<file path="src/rtl/s_btn_debounce_multi.sv">
// Multi-channel button conditioner: input polarity fix-up, 2-flop synchroniser,
// tick-sampled counter debounce, press/release pulses, long-press detection
// and optional auto-repeat, all sharing one sample-tick prescaler.
//
// Ports:
//   clk         system clock (single domain)
//   reset       asynchronous active-high reset
//   btn_in      raw asynchronous button inputs, one bit per channel
//   repeat_en   per-channel auto-repeat enable (synchronous)
//   btn_level   debounced level, 1 = pressed
//   btn_press   1-clk pulse on debounced press
//   btn_release 1-clk pulse on debounced release
//   btn_long    1-clk pulse when a hold reaches LONG_TICKS
//   btn_repeat  1-clk pulse every REPEAT_TICKS while long-held with repeat_en
module s_btn_debounce_multi #(
    parameter int unsigned CHANNELS       = 4,
    parameter int unsigned TICK_DIV       = 27000,
    parameter int unsigned STABLE_SAMPLES = 5,
    parameter int unsigned LONG_TICKS     = 1000,
    parameter int unsigned REPEAT_TICKS   = 100,
    parameter int unsigned ACTIVE_LOW     = 0
) (
    input  logic                clk,
    input  logic                reset,
    input  logic [CHANNELS-1:0] btn_in,
    input  logic [CHANNELS-1:0] repeat_en,
    output logic [CHANNELS-1:0] btn_level,
    output logic [CHANNELS-1:0] btn_press,
    output logic [CHANNELS-1:0] btn_release,
    output logic [CHANNELS-1:0] btn_long,
    output logic [CHANNELS-1:0] btn_repeat
);

    localparam int unsigned CW = (TICK_DIV > 1) ? $clog2(TICK_DIV) : 1;
    localparam int unsigned SW = $clog2(STABLE_SAMPLES + 1);
    localparam int unsigned HW = $clog2(LONG_TICKS + 1);
    localparam int unsigned RW = $clog2(REPEAT_TICKS + 1);

    typedef enum logic [1:0] {
        ST_IDLE = 2'd0,
        ST_HOLD = 2'd1,
        ST_LONG = 2'd2
    } state_e;

    // Shared prescaler: tick_q is a registered 1-clk strobe every TICK_DIV clks.
    logic [CW-1:0] div_q, div_d;
    logic          tick_q, tick_d;

    always_comb begin
        div_d  = div_q + CW'(1);
        tick_d = 1'b0;
        if (div_q == CW'(TICK_DIV - 1)) begin
            div_d  = '0;
            tick_d = 1'b1;
        end
    end

    always_ff @(posedge clk or posedge reset) begin
        if (reset) begin
            div_q  <= '0;
            tick_q <= 1'b0;
        end else begin
            div_q  <= div_d;
            tick_q <= tick_d;
        end
    end

    // Polarity normalisation followed by a 2-flop synchroniser.
    logic [CHANNELS-1:0] sync1_q, sync1_d;
    logic [CHANNELS-1:0] sync2_q, sync2_d;

    always_comb begin
        sync1_d = btn_in ^ {CHANNELS{(ACTIVE_LOW != 0)}};
        sync2_d = sync1_q;
    end

    always_ff @(posedge clk or posedge reset) begin
        if (reset) begin
            sync1_q <= '0;
            sync2_q <= '0;
        end else begin
            sync1_q <= sync1_d;
            sync2_q <= sync2_d;
        end
    end

    for (genvar i = 0; i < CHANNELS; i++) begin : g_ch
        logic [SW-1:0] stab_q, stab_d;
        logic [HW-1:0] hold_q, hold_d;
        logic [RW-1:0] rcnt_q, rcnt_d;
        state_e        state_q, state_d;
        logic          level_q, level_d;
        logic          press_q, press_d;
        logic          release_q, release_d;
        logic          long_q, long_d;
        logic          rep_q, rep_d;
        logic          press_ev, release_ev;

        // Debounce and hold FSM share one evaluation so a release on the same
        // tick as a long/repeat threshold suppresses those pulses.
        always_comb begin
            stab_d     = stab_q;
            hold_d     = hold_q;
            rcnt_d     = rcnt_q;
            state_d    = state_q;
            level_d    = level_q;
            press_d    = 1'b0;
            release_d  = 1'b0;
            long_d     = 1'b0;
            rep_d      = 1'b0;
            press_ev   = 1'b0;
            release_ev = 1'b0;

            if (tick_q) begin
                if (sync2_q[i] == level_q) begin
                    stab_d = '0;
                end else if (stab_q == SW'(STABLE_SAMPLES - 1)) begin
                    level_d    = ~level_q;
                    stab_d     = '0;
                    press_ev   = ~level_q;
                    release_ev = level_q;
                end else begin
                    stab_d = stab_q + SW'(1);
                end
                press_d   = press_ev;
                release_d = release_ev;

                if (release_ev) begin
                    state_d = ST_IDLE;
                    hold_d  = '0;
                    rcnt_d  = '0;
                end else begin
                    case (state_q)
                        ST_IDLE: begin
                            if (press_ev) begin
                                state_d = ST_HOLD;
                                hold_d  = '0;
                                rcnt_d  = '0;
                            end
                        end
                        ST_HOLD: begin
                            if (hold_q == HW'(LONG_TICKS - 1)) begin
                                // Hold counter parks at LONG_TICKS: one long per hold.
                                hold_d  = HW'(LONG_TICKS);
                                long_d  = 1'b1;
                                rcnt_d  = '0;
                                state_d = ST_LONG;
                            end else begin
                                hold_d = hold_q + HW'(1);
                            end
                        end
                        ST_LONG: begin
                            if (!repeat_en[i]) begin
                                rcnt_d = '0;
                            end else if (rcnt_q == RW'(REPEAT_TICKS - 1)) begin
                                rep_d  = 1'b1;
                                rcnt_d = '0;
                            end else begin
                                rcnt_d = rcnt_q + RW'(1);
                            end
                        end
                        default: begin
                            state_d = ST_IDLE;
                            hold_d  = '0;
                            rcnt_d  = '0;
                        end
                    endcase
                end
            end else if ((state_q == ST_LONG) && !repeat_en[i]) begin
                rcnt_d = '0;
            end
        end

        always_ff @(posedge clk or posedge reset) begin
            if (reset) begin
                stab_q    <= '0;
                hold_q    <= '0;
                rcnt_q    <= '0;
                state_q   <= ST_IDLE;
                level_q   <= 1'b0;
                press_q   <= 1'b0;
                release_q <= 1'b0;
                long_q    <= 1'b0;
                rep_q     <= 1'b0;
            end else begin
                stab_q    <= stab_d;
                hold_q    <= hold_d;
                rcnt_q    <= rcnt_d;
                state_q   <= state_d;
                level_q   <= level_d;
                press_q   <= press_d;
                release_q <= release_d;
                long_q    <= long_d;
                rep_q     <= rep_d;
            end
        end

        assign btn_level[i]   = level_q;
        assign btn_press[i]   = press_q;
        assign btn_release[i] = release_q;
        assign btn_long[i]    = long_q;
        assign btn_repeat[i]  = rep_q;
    end

endmodule

</file>
<file path="config.mk">
export PLATFORM = sky130hd
export DESIGN_NAME = s_btn_debounce_multi
export DESIGN_NICKNAME = d
export VERILOG_FILES = /design/src/rtl/s_btn_debounce_multi.sv
export SDC_FILE = /design/constraint.sdc
export NUM_CORES = 1
export LEC_CHECK = 0
export BUFFER_PORTS_ARGS = -buffer_cell sky130_fd_sc_hd__buf_2
export CORE_MARGIN = 8
export CORE_UTILIZATION = 62
export CTS_CLUSTER_DIAMETER = 200
export DETAILED_ROUTE_END_ITERATION = 7
export PLACE_DENSITY = 0.8
export SYNTH_ARGS = -nofsm -noshare
export SYNTH_HDL_FRONTEND = slang
export SYNTH_SLANG_ARGS = --single-unit
</file>
<file path="constraint.sdc">
create_clock -name clk -period 11.3 [get_ports clk]
set_input_delay 2.26 -clock clk [delete_from_list [all_inputs] [get_ports clk]]
set_output_delay 2.26 -clock clk [all_outputs]
set_load 0.05 [all_outputs]
</file>
==> flow_metrics.env, run 1 <==
export IMPL_synth_edf_count=0
export IMPL_synth_xor_area_share_pct=2.15
export IMPL_worst_setup_path_end_kind="primary output"
export IMPL_drc=0
export IMPL_drive_gt1_share_pct=11.3
export IMPL_cts_max_path_buffers=2
export IMPL_post_drt_wl_per_cell_um=16.7
export IMPL_portBuffers=29
export IMPL_synth_fa_ha_area_share_pct=3.07
export IMPL_timing_rr_end="g_ch[0].hold_q[9]"
export IMPL_clk_latency_ps=540
export IMPL_worst_setup_path_type="reg -> out"
export IMPL_clk_pin_slew_worst_paths_ps=60
export IMPL_dieArea_sq_um=14800
export IMPL_synth_most_common_cell="dfrtp_1"
export IMPL_instances_no_fill=866
export IMPL_ys_warn_count=0
export IMPL_reg2regPathDepth=4
export IMPL_cts_root_buffer="clkbuf_8"
export IMPL_post_route_util_pct=70.9
export IMPL_ys_seq_area_share_pct=47.7
export IMPL_cts_setup_buffers=0
export IMPL_drv_cap=0
export IMPL_finalSetupViolCount=0
export IMPL_post_route_period_util_pct=31.6
export IMPL_ctsHoldBuffers=0
export IMPL_synth_compound_area_share_pct=16.4
export IMPL_syn_nets=726
export IMPL_synthArstFlopShare_pct=100
export IMPL_r2r_start="tick_q"
export IMPL_cts_htree_levels=4
export IMPL_die_height_um=122
export IMPL_critical_path_arrival_ps=1310
export IMPL_synth_top_family_by_area="simple AND/OR/NAND/NOR gates"
export IMPL_first_global_vias=5327
export IMPL_rsz0062_at_grt="false"
export IMPL_ioPinCount=30
export IMPL_grt_max_degree=82
export IMPL_antenna_left=0
export IMPL_cts_buffers=17
export IMPL_diodes=0
export IMPL_yosysTopAreaCell="dfrtp_1"
export IMPL_fillCellCount=785
export IMPL_fin_crit_ps=3570
export IMPL_hold_viol_final=0
export IMPL_critPathBufInv=1
export IMPL_ys_top_cells_by_count="dfrtp_1, nand3_1, nor2_1"
export IMPL_antenna_found_initial=0
export IMPL_outcome="completed"
export IMPL_crit_cells=1
export IMPL_relSlewSlack_pct=30.8
export IMPL_vias_per_cell=6.29
export IMPL_min_from="sync1_q[1]"
export IMPL_synth_avg_cell_area_sq_um=9.91
export IMPL_syn_cell_area_sq_um=6930
export IMPL_hp_class="reg -> reg"
export IMPL_skew_ps=10.2
export IMPL_worst_ir_drop_vdd_uv=145
export IMPL_synth_simple_gate_area_share_pct=22.9
export IMPL_row_count=38
export IMPL_synthMuxAreaShare_pct=2.47
export IMPL_placed_area_sq_um=7050
export IMPL_drt_first_pass_iters=5
export IMPL_grt_pass1_wl_um=25500
export IMPL_cp_slowest_stage_delay_ps=470
export IMPL_crit_family="flip-flops"
export IMPL_final_area_sq_um=7720
export IMPL_startpoint_type="flip-flop"
export IMPL_synth_seq_cells=132
export IMPL_fin_nets=740
export IMPL_max_freq_mhz=280
export IMPL_power_leakage_nw=3.44
export IMPL_drv_slew=0
export IMPL_synthFlopType="dfrtp_1"
export IMPL_cts_sinks=132
export IMPL_cp_cell_sequence="buf_2"
export IMPL_fp_dieW_um=122
export IMPL_cts_tree="built"
export IMPL_cts_resized=0
export IMPL_core_area_sq_um=10900
export IMPL_initial_core_util_pct=63.6
export IMPL_worst_r2r_setup_slack_ps=8700
export IMPL_power_mw=1.12
export IMPL_slowest_stage="dfrtp_1"
export IMPL_ys_types=63
export IMPL_drt_iter0_markers=542
export IMPL_totalWireLength_um=14500
export IMPL_dp_cells=834
export IMPL_worstMarginPinSlew_ps=1030
export IMPL_syn_inst=699
export IMPL_whs_path_depth=0
export IMPL_overflow=0
export IMPL_syn_to_final_growth_pct=11.4
export IMPL_synth_top_area_share_pct=47.7
export IMPL_whs_endpoint="sync2_q[1]"
export IMPL_vias=5448
export IMPL_synth_area_leaders="dfrtp_1, nand3_1, ha_1"
export IMPL_gp_congestion=0.842
export IMPL_fin_tns_setup_ps=0
export IMPL_p_per_area_nw_per_um2=145
export IMPL_worstPathRequired_ps=9040
export IMPL_grtUsageTotal_pct=21.1
export IMPL_dp_hpwl_um=9550
export IMPL_path_max_fanout=7
[cells by family after synthesis]
group                    after synthesis
AO/OA/AOI/OAI                        156
XOR/XNOR                              17
adder cells (fa/ha/maj)               17
buffers and inverters                 74
flip-flops                           132
multiplexers                          16
AND/OR/NAND/NOR                      287
[sequential cells by signal (all words and copies together), names as in the netlist]
register and count:
g_ch.release_q 4, g_ch.rep_q 4, g_ch.rcnt_q 28, tick_q 1, g_ch.state_q 8, g_ch.hold_q 40, sync1_q 4, g_ch.stab_q 12
g_ch.press_q 4, sync2_q 4, g_ch.long_q 4, g_ch.level_q 4, div_q 15
[worst max path at each step]
stage                         start           endpoint  slack [ps]
finish              g_ch[2].level_q       btn_level[2]        7730
global route        g_ch[2].level_q       btn_level[2]        7670
CTS                 g_ch[3].level_q       btn_level[3]        7710
detailed placement            reset  g_ch[2].rcnt_q[6]        7400
global placement              reset  g_ch[2].hold_q[1]        7440
floorplan                     reset           div_q[0]        5510
[layer usage]
layer  global-route usage (%)  wire length, um
met5                        0                0
met4                     8.40              291
met3                     5.32              719
met2                     33.6             6920
met1                     27.1             6570
[through the flow]
stage / hold WS [ps] / setup slack, ps
6_report: 348 / 7730
5_1_grt: 354 / 7670
4_1_cts: 349 / 7710
3_5_place_dp: 336 / 7400
3_3_place_gp: 333 / 7440
2_1_floorplan: 331 / 5510
[layout by cell type (no fill, tap or decap), drive strengths merged, types with 20 or more instances in the layout]
cell / instances
nor2: 46
nand3: 51
nor3: 31
nand2: 41
buf: 31
clkbuf: 24
o211ai: 20
o21ai: 33
inv: 38
dfrtp: 132
[power by group]
part	internal, mW	total [mW]	switching, mW
combinational	0.00259	0.0134	0.0109
sequential	0.474	0.476	0.00142
clock	0.427	0.627	0.200
total	0.904	1.12	0.212
[cell type report]
class	count	area, sq um	share of cell area, %
Clock buffer	24	480	6.22
Inverter	38	145	1.88
Timing Repair Buffer	31	160	2.07
Tap cell	140	175	2.27
Multi-Input combinational cell	493	3260	42.3
Clock inverter	8	194	2.51
Sequential cell	132	3300	42.8
Power figures use the tool's default switching activity.
==> run 2, diff against run 1 <==
clock period = 3.5 ns   (was 11.3 ns; I/O delays follow)
==> flow_metrics.env, run 2 (same netlist as run 1, synthesis figures left out) <==
export IMPL_syn_to_final_growth_pct=12.2
export IMPL_antenna_left=0
export IMPL_max_freq_mhz=387
export IMPL_post_drt_wl_per_cell_um=16.8
export IMPL_grt_pass1_wl_um=25400
export IMPL_drv_cap=0
export IMPL_gp_congestion=0.833
export IMPL_worstPathRequired_ps=3930
export IMPL_startpoint_type="flip-flop"
export IMPL_path_max_fanout=25
export IMPL_power_leakage_nw=3.46
export IMPL_worst_setup_path_type="reg -> reg"
export IMPL_portBuffers=29
export IMPL_regMostFlops="g_ch.hold_q"
export IMPL_critical_path_arrival_ps=3010
export IMPL_worst_setup_path_end_kind="flip-flop"
export IMPL_vias_per_cell=6.36
export IMPL_grt_max_degree=133
export IMPL_hold_viol_final=0
export IMPL_instances_no_fill=870
export IMPL_layout_commonest_cell="dfrtp_1"
export IMPL_diodes=0
export IMPL_slowest_stage="dfrtp_1"
export IMPL_vias=5532
export IMPL_fin_tns_setup_ps=0
export IMPL_worst_ir_drop_vdd_uv=398
export IMPL_cts_htree_levels=4
export IMPL_skew_ps=7.37
export IMPL_clk_latency_ps=540
export IMPL_overflow=0
export IMPL_dp_hpwl_um=9720
export IMPL_first_global_vias=5479
export IMPL_die_height_um=122
export IMPL_drv_slew=0
export IMPL_cts_root_buffer="clkbuf_8"
export IMPL_drt_first_pass_iters=5
export IMPL_final_cell_mix="dfrtp_1, nand3_1, nor2_1"
export IMPL_outcome="completed"
export IMPL_fin_nets=744
export IMPL_ctsHoldBuffers=0
export IMPL_drc=0
export IMPL_finalSetupViolCount=0
export IMPL_power_mw=3.63
export IMPL_dieArea_sq_um=14800
export IMPL_worstMarginPinSlew_ps=1010
export IMPL_dp_cells=838
export IMPL_reg_largest_list="g_ch.hold_q (40), g_ch.rcnt_q (28), div_q (15)"
export IMPL_cts_sinks=132
export IMPL_antenna_found_initial=0
export IMPL_r2r_start="tick_q"
export IMPL_relSlewSlack_pct=32.1
export IMPL_initial_core_util_pct=63.6
export IMPL_core_area_sq_um=10900
export IMPL_drt_iter0_markers=536
export IMPL_largest_reg_flops=40
export IMPL_cts_setup_buffers=0
export IMPL_rsz0062_at_grt="false"
export IMPL_cts_buffers=17
export IMPL_cp_startpoint="tick_q"
export IMPL_clk_pin_slew_worst_paths_ps=60
export IMPL_cts_tree="built"
export IMPL_cp_cell_sequence="nand3_1 -> o21ai_1 -> nand2_1 -> mux2_2"
export IMPL_row_count=38
export IMPL_ioPinCount=30
export IMPL_totalWireLength_um=14600
export IMPL_cts_max_path_buffers=2
export IMPL_fin_crit_ps=2580
export IMPL_post_route_period_util_pct=73.8
export IMPL_hp_class="in -> reg"
export IMPL_min_from="btn_in[1]"
export IMPL_p_per_area_nw_per_um2=467
export IMPL_grtUsageTotal_pct=21.1
export IMPL_cp_slowest_stage_delay_ps=860
export IMPL_cts_resized=0
export IMPL_drive_gt1_share_pct=12.1
export IMPL_fp_dieW_um=122
## run 2: cell types whose count changed in the layout (fill, tap and decap cells not counted), moves of 2 or more
cell / previous run / this run
clkinv_4: 1 / 3
clkbuf_1: 3 / 0
buf_4: 2 / 5
clkinvlp_4: 0 / 3
## run 2: cell type report
cell class	count	area (sq um)
clock buffers	21	469
clock inverters	11	221
fillers	780	3110
inverters	38	146
multi-input cells	493	3260
flip-flops and latches	132	3300
well taps	140	175
repair buffers	35	203
## run 2: worst paths after layout
kind	cells after the start	slack, ps	to
setup / recovery	4	920	g_ch[3].hold_q[0]
hold / removal	1	260	sync1_q[1]
setup reg to reg	4	920	g_ch[3].hold_q[0]
hold reg to reg	0	360	sync2_q[3]
max in group asynchronous	3	2620	sync2_q[2]
min in group asynchronous	3	380	g_ch[0].stab_q[0]
## run 2: metrics by stage
| step | setup slack, ps | utilization [%] | hold slack [ps] | cell area (sq um) |
|---|---|---|---|---|
| 3_5_place_dp | 1020 | 65.1 | 335 | 7080 |
| 3_3_place_gp | 1180 | 65.1 | 334 | 7080 |
| 5_1_grt | 766 | 71.4 | 246 | 7770 |
| 2_1_floorplan | 1160 | - | 331 | 6930 |
| 6_report | 916 | 71.4 | 262 | 7770 |
| 4_1_cts | 998 | 71.4 | 239 | 7770 |
## run 2: where the power goes
part	internal, mW	leakage (nW)	switching (mW)
clock network	1.38	0.331	0.670
logic	0.00997	1.40	0.0358
registers	1.53	1.73	0.00439
## run 2: worst max-delay path, delay by kind of cell, from the launching register on
kind | cells | cell delay (ps)
compound gates | 1 | 660
flops | 1 | 860
mux | 1 | 330
simple gates | 2 | 610
## run 2: per-layer routing
layer,track usage (%),wire length (um)
met1,25.8,6390
met2,34.6,7260
met3,5.23,669
met4,10.2,325
met5,0,0
